--- config.mk ---
export PLATFORM = sky130hd
export DESIGN_NAME = div_ctrl_flat
export DESIGN_NICKNAME = d
export VERILOG_FILES = /design/src/rtl/div_ctrl_if.sv /design/src/rtl/div_ctrl.sv /design/src/flat_wrapper.sv
export SDC_FILE = /design/constraint.sdc
export NUM_CORES = 1
export LEC_CHECK = 0
export ABC_AREA = 1
export CORE_UTILIZATION = 55
export DETAILED_ROUTE_END_ITERATION = 6
export PLACE_DENSITY_LB_ADDON = 0.05
export SLEW_MARGIN = 5
export SYNTH_ARGS = -nofsm -noshare
export SYNTH_HDL_FRONTEND = slang
export SYNTH_SLANG_ARGS = --single-unit
export TNS_END_PERCENT = 30
--- constraint.sdc ---
create_clock -name clk -period 4.8 [get_ports clk]
set_input_delay 0.48 -clock clk [delete_from_list [all_inputs] [get_ports clk]]
set_output_delay 0.48 -clock clk [all_outputs]
set_load 0.005 [all_outputs]
--- src/rtl/div_ctrl_if.sv ---
// Execute-stage <-> divider handshake bundle.
//   master: pipeline side (drives start/operands/hold/flush, sees stall/valid/result)
//   slave : divider side
interface div_ctrl_if #(
  parameter int unsigned WIDTH = 32
);
  logic                 start_i;
  logic                 signed_i;
  logic [WIDTH-1:0]     a_i;
  logic [WIDTH-1:0]     b_i;
  logic                 hold_i;
  logic                 flush_i;
  logic                 stall_o;
  logic                 valid_o;
  logic [2*WIDTH-1:0]   result_o;

  modport master (
    output start_i, signed_i, a_i, b_i, hold_i, flush_i,
    input  stall_o, valid_o, result_o
  );

  modport slave (
    input  start_i, signed_i, a_i, b_i, hold_i, flush_i,
    output stall_o, valid_o, result_o
  );
endinterface

--- src/rtl/div_ctrl.sv ---
// Iterative restoring radix-2 divider with sequencing FSM for DIV/DIVU.
// Ports:
//   clk        rising-edge clock
//   rst        asynchronous active-low reset
//   bus.slave  start_i/signed_i/a_i/b_i/hold_i/flush_i in,
//              stall_o (combinational), valid_o, result_o = {remainder, quotient} out
module div_ctrl #(
  parameter int unsigned WIDTH = 32
) (
  input  logic      clk,
  input  logic      rst,
  div_ctrl_if.slave bus
);

  localparam int unsigned CNT_W = $clog2(WIDTH + 1);

  typedef enum logic [1:0] {IDLE, BUSY, DONE} state_e;

  state_e             state_q, state_d;
  logic [WIDTH-1:0]   r_q, r_d;
  logic [WIDTH-1:0]   q_q, q_d;
  logic [WIDTH-1:0]   b_q, b_d;
  logic [CNT_W-1:0]   cnt_q, cnt_d;
  logic               q_neg_q, q_neg_d;
  logic               r_neg_q, r_neg_d;
  logic               valid_q, valid_d;
  logic [2*WIDTH-1:0] result_q, result_d;

  logic [WIDTH-1:0]   a_mag, b_mag;
  logic [WIDTH:0]     rem_shift;
  logic               rem_ge;
  logic [WIDTH-1:0]   r_iter, q_iter;

  // Operand magnitudes and one restoring iteration
  always_comb begin
    a_mag     = (bus.signed_i & bus.a_i[WIDTH-1]) ? WIDTH'('0 - bus.a_i) : bus.a_i;
    b_mag     = (bus.signed_i & bus.b_i[WIDTH-1]) ? WIDTH'('0 - bus.b_i) : bus.b_i;
    rem_shift = {r_q, q_q[WIDTH-1]};
    rem_ge    = (rem_shift >= {1'b0, b_q});
    r_iter    = rem_ge ? WIDTH'(rem_shift - {1'b0, b_q}) : rem_shift[WIDTH-1:0];
    q_iter    = {q_q[WIDTH-2:0], rem_ge};
  end

  // Next-state and datapath update
  always_comb begin
    state_d  = state_q;
    r_d      = r_q;
    q_d      = q_q;
    b_d      = b_q;
    cnt_d    = cnt_q;
    q_neg_d  = q_neg_q;
    r_neg_d  = r_neg_q;
    result_d = result_q;

    case (state_q)
      IDLE: begin
        if (bus.start_i) begin
          if (bus.b_i != '0) begin
            state_d = BUSY;
            r_d     = '0;
            q_d     = a_mag;
            b_d     = b_mag;
            cnt_d   = CNT_W'(WIDTH);
            q_neg_d = bus.signed_i & (bus.a_i[WIDTH-1] ^ bus.b_i[WIDTH-1]);
            r_neg_d = bus.signed_i & bus.a_i[WIDTH-1];
          end else begin
            // Divide by zero: skip iterations, return dividend and all-ones
            state_d  = DONE;
            result_d = {bus.a_i, {WIDTH{1'b1}}};
          end
        end
      end
      BUSY: begin
        r_d   = r_iter;
        q_d   = q_iter;
        cnt_d = cnt_q - CNT_W'(1);
        if (cnt_q == CNT_W'(1)) begin
          state_d  = DONE;
          result_d = {r_neg_q ? WIDTH'('0 - r_iter) : r_iter,
                      q_neg_q ? WIDTH'('0 - q_iter) : q_iter};
        end
      end
      DONE: begin
        if (!bus.hold_i) state_d = IDLE;
      end
      default: state_d = IDLE;
    endcase

    if (bus.flush_i) state_d = IDLE;

    valid_d = (state_d == DONE);
    // Result is only presented while in DONE; anything else is discarded
    if (state_d != DONE) result_d = '0;
  end

  // State and datapath registers
  always_ff @(posedge clk or negedge rst) begin
    if (!rst) begin
      state_q  <= IDLE;
      r_q      <= '0;
      q_q      <= '0;
      b_q      <= '0;
      cnt_q    <= '0;
      q_neg_q  <= 1'b0;
      r_neg_q  <= 1'b0;
      valid_q  <= 1'b0;
      result_q <= '0;
    end else begin
      state_q  <= state_d;
      r_q      <= r_d;
      q_q      <= q_d;
      b_q      <= b_d;
      cnt_q    <= cnt_d;
      q_neg_q  <= q_neg_d;
      r_neg_q  <= r_neg_d;
      valid_q  <= valid_d;
      result_q <= result_d;
    end
  end

  // Stall is combinational so the start cycle itself holds Execute; gated off in reset
  assign bus.stall_o  = rst & ~bus.flush_i &
                        (((state_q == IDLE) & bus.start_i) | (state_q == BUSY));
  assign bus.valid_o  = valid_q;
  assign bus.result_o = result_q;

endmodule
--- src/flat_wrapper.sv ---
// flat-port wrapper written by rule: the top's interface ports become plain ports
module div_ctrl_flat 
#(
  parameter int unsigned WIDTH = 32
)
  (clk, rst, bus_start_i, bus_signed_i, bus_a_i, bus_b_i, bus_hold_i, bus_flush_i, bus_stall_o, bus_valid_o, bus_result_o);
  div_ctrl_if #(.WIDTH(WIDTH)) bus_i ();
  input  logic clk;
  input  logic rst;
  input wire logic [$bits(bus_i.start_i)-1:0] bus_start_i;
  input wire logic [$bits(bus_i.signed_i)-1:0] bus_signed_i;
  input wire logic [$bits(bus_i.a_i)-1:0] bus_a_i;
  input wire logic [$bits(bus_i.b_i)-1:0] bus_b_i;
  input wire logic [$bits(bus_i.hold_i)-1:0] bus_hold_i;
  input wire logic [$bits(bus_i.flush_i)-1:0] bus_flush_i;
  output wire logic [$bits(bus_i.stall_o)-1:0] bus_stall_o;
  output wire logic [$bits(bus_i.valid_o)-1:0] bus_valid_o;
  output wire logic [$bits(bus_i.result_o)-1:0] bus_result_o;
  assign bus_i.start_i = bus_start_i;
  assign bus_i.signed_i = bus_signed_i;
  assign bus_i.a_i = bus_a_i;
  assign bus_i.b_i = bus_b_i;
  assign bus_i.hold_i = bus_hold_i;
  assign bus_i.flush_i = bus_flush_i;
  assign bus_stall_o = bus_i.stall_o;
  assign bus_valid_o = bus_i.valid_o;
  assign bus_result_o = bus_i.result_o;
  div_ctrl #(.WIDTH(WIDTH)) u_core (.clk(clk), .rst(rst), .bus(bus_i));
endmodule
==> impl_results.md <==
* Comb pwr share at ~63%
* Num Clock Sinks at approximately 170
* Max Cap Viol at 0
* Initial Util at between 50% and 60%
* CTS resizes at 0
* Rel. slew slack at between 10% and 20%
* Min-Delay Path Class: in -> async
* Fin nets at 2309
* Per-cell routed wire length at about 18 µm
* Final slew viol count at 0
* Synth Flop Type: dfrtp_1
* Clock Pin Slew Worst Setup and Hold Paths at approximately 90 ps
* Syn_area_per_cell at ~6.4 µm²
* Setup crit end kind: flip-flop
* Worst Tran Pin Value at ~1300 ps
* Final core occ at 65.9%
* Sw Share at a little over half
* Post-CTS Setup Inserts at 0
* Worst-skew pair later-pin latency at approximately 450 ps
* Cells after Synth at ~2100
* Worst EP arrival at 4640 ps
* Clk_skew at roughly 19 ps
* Routed Antenna Nets at 0
* Max Freq at between 200 and 250 MHz
* RSZ-0062 raised after global routing: false
* Placed insts at 2500
* Req. time, crit path at between 5000 and 6000 ps
* Largest net degree at the start of global routing at 89
* Via count at 14447
* Final Critical Period at 4300 ps
* Gr ovfl total at 0
* Total CTS buffers at 17
* Input/output buffers at between 100 and 150
* First-pass GRT wire length at a little over 70000 µm
* Final worst path period share at around nine tenths
* GRT Util Overall at 36.4%
* Number of diodes at 0
* CTS root buffer: clkbuf_16
* Hold-fix buffers, CTS at 0
* Worst Path Max Fanout at 5
* Syn_nets at ~2200
* Vias in the first global route at between 10000 and 15000
* Synth unique cells at 55
* Die height at roughly 160 µm
* Vias per cell at around 5.7
* Startpoint Class: flip-flop
* Syn-to-layout area delta at 15.9%
* Initial antenna violation count at 0
* Synthesized cell area at between 10000 and 15000 µm²
* Power Dens Cells at between 500 and 600 nW/µm²
* Die X at 159 µm
* GP Congestion at about 1
* Initial DRC count at around 1600
* Fillers at approximately 2200
* Post-synth EDFFs at 0
* Max Root-Sink Buffers at 2
* Crit Path Class: reg -> reg
* Final hold vios at 0
* Core ar. at approximately 24000 µm²
* Number of I/O pins at ~140
* Synth Register Bits at 171
* Detailed Route WL at about 46000 µm
* Post-synthesis async set-or-reset flop share at between 90% and 100%
* FP Rows at 56
* Syn. warnings at 0
* Sequential share of the synthesized area at around a third
* Post-DP HPWL at roughly 35000 µm
* DRC at 0
* Int Power at between 4000 and 5000 µW
* Drt pass-1 iters at 6
* Ratio of cells with drive above 1 in the final layout at slightly above 6%
* H-tree depth at 4
* P_leak at 0.00780 µW
* Non-filler cells, final at 2532
* Setup TNS at 0 ps
* Final setup fails at 0
* CTS tree: done
* Status: complete, no violations
* Clock power share at between 10% and 20%
* Die area at approximately 25000 µm²
* Overall Power at 9100 µW
* Sequential power share at 20.9%
* Maximum VDD drop at ~0.7 mV
* Switching power at 4970 µW
## worst paths after layout
check	start	end	slack [ps]	depth (start not counted)
setup / recovery	u_core.r_q[19]	u_core.bus.result_o[26]	500	24
hold / removal	rst	u_core.b_q[6]	10	1
setup reg to reg	u_core.r_q[19]	u_core.bus.result_o[26]	500	24
hold reg to reg	u_core.bus.result_o[27]	u_core.bus.result_o[27]	490	2
max in group asynchronous	rst	u_core.b_q[28]	3420	2
min in group clk	u_core.bus.result_o[27]	u_core.bus.result_o[27]	490	2
## metal layers
layer	wire, µm	vias up	global-route usage [%]
li1	-	6991	-
met1	21000	6701	52.8
met2	19300	675	54.5
met3	3990	80	6.40
met4	1190	0	11.3
met5	0	-	0
## flip-flops by register name (all words and copies together) (netlist names)
name / flops
u_core.bus.valid_o: 1
u_core.r_neg_q: 1
u_core.b_q: 32
u_core.r_q: 32
u_core.bus.result_o: 64
u_core.cnt_q: 6
u_core.q_neg_q: 1
u_core.q_q: 32
u_core.state_q: 2
## final cells by class
type / count / area (µm²) / area share [%]
well taps: 319 / 399 / 2.55
inverters: 295 / 1110 / 7.11
flip-flops and latches: 171 / 4280 / 27.3
clock inverters: 15 / 178 / 1.14
clock buffers: 17 / 425 / 2.72
multi-input cells: 1563 / 7780 / 49.7
repair buffers: 152 / 1480 / 9.46
## synthesized netlist by cell type, types with 5 or more instances
cell type,number,area [µm²]
a21oi_1,87,435
a31oi_1,9,56.3
buf_2,10,50.1
clkbuf_1,51,191
dfrtp_1,171,4280
ha_1,38,475
inv_1,279,1050
inv_2,13,48.8
nand2_1,652,2450
nand2_2,19,119
nand2_4,7,78.8
nand3_1,146,731
nand3_2,6,60.1
nand3b_1,5,37.5
nand4_1,30,188
nor2_1,177,664
nor2_2,13,81.3
nor2_4,7,78.8
nor3_1,36,180
nor4_1,11,68.8
o211ai_1,13,97.6
o21ai_0,145,726
o21ai_1,28,140
o21ai_2,5,43.8
o221ai_1,15,131
o22ai_1,22,138
o31ai_1,6,45.0
xnor2_1,14,123
xor2_1,35,307
## power by group through the flow
stage                     clock network (µW)  logic, µW  registers (µW)
after global placement                     0       5540            1910
after floorplan                            0       4240            1860
after detailed placement                   0       5580            1930
after global routing                    1530       6370            1930
final                                   1470       5720            1910
after CTS                               1480       5620            1900
## cells in the final DEF, fill, tap and decap left out, types with 19 or more instances in the layout
| cell type | netlist | layout |
|---|---|---|
| inv_1 | 279 | 278 |
| o21ai_0 | 145 | 145 |
| nor3_1 | 36 | 36 |
| nand2_1 | 652 | 652 |
| o22ai_1 | 22 | 22 |
| clkdlybuf4s50_1 | 0 | 134 |
| nor2_1 | 177 | 175 |
| o21ai_1 | 28 | 28 |
| xor2_1 | 35 | 35 |
| nand3_1 | 146 | 146 |
| nand2_2 | 19 | 19 |
| ha_1 | 38 | 38 |
| nand4_1 | 30 | 30 |
| a21oi_1 | 87 | 87 |
| dfrtp_1 | 171 | 171 |
## worst max-delay path: stages, from the launching register on
cell and delay (ps):
dfrtp_1 410, ha_1 370, nand2_1 170, inv_1 70, nand2_1 60, nand2_1 60, nand2_1 60, nand2_1 80
nand2_1 80, nand3_2 110, a21oi_2 330, ha_1 250, nand3_1 110, nor3_1 350, nand3_1 150, nor3_2 280
nand3_1 200, nand2_1 160, nand2_1 100, a21oi_1 260, nand3_1 140, nand3_1 90, nand2_1 40, o21ai_0 170
nand2_1 60
## cell families after synthesis
| family | after synthesis | share of synthesized area, % |
|---|---|---|
| fa+ha+maj | 39 | 3.67 |
| compound gates | 348 | 14.6 |
| flops | 171 | 31.7 |
| simple gates | 1127 | 36.1 |
| buf+inv | 369 | 10.8 |
| xor+xnor | 49 | 3.18 |
## stage by stage
step	worst slack (ps)	hold slack (ps)	cell area (µm²)
floorplan	1240	184	13500
global placement	776	465	15000
detailed placement	628	465	15000
CTS	606	39.2	15700
global route	72.8	47.8	15700
finish	500	9.80	15700
Note: power is estimated with default switching activity, not from simulation.
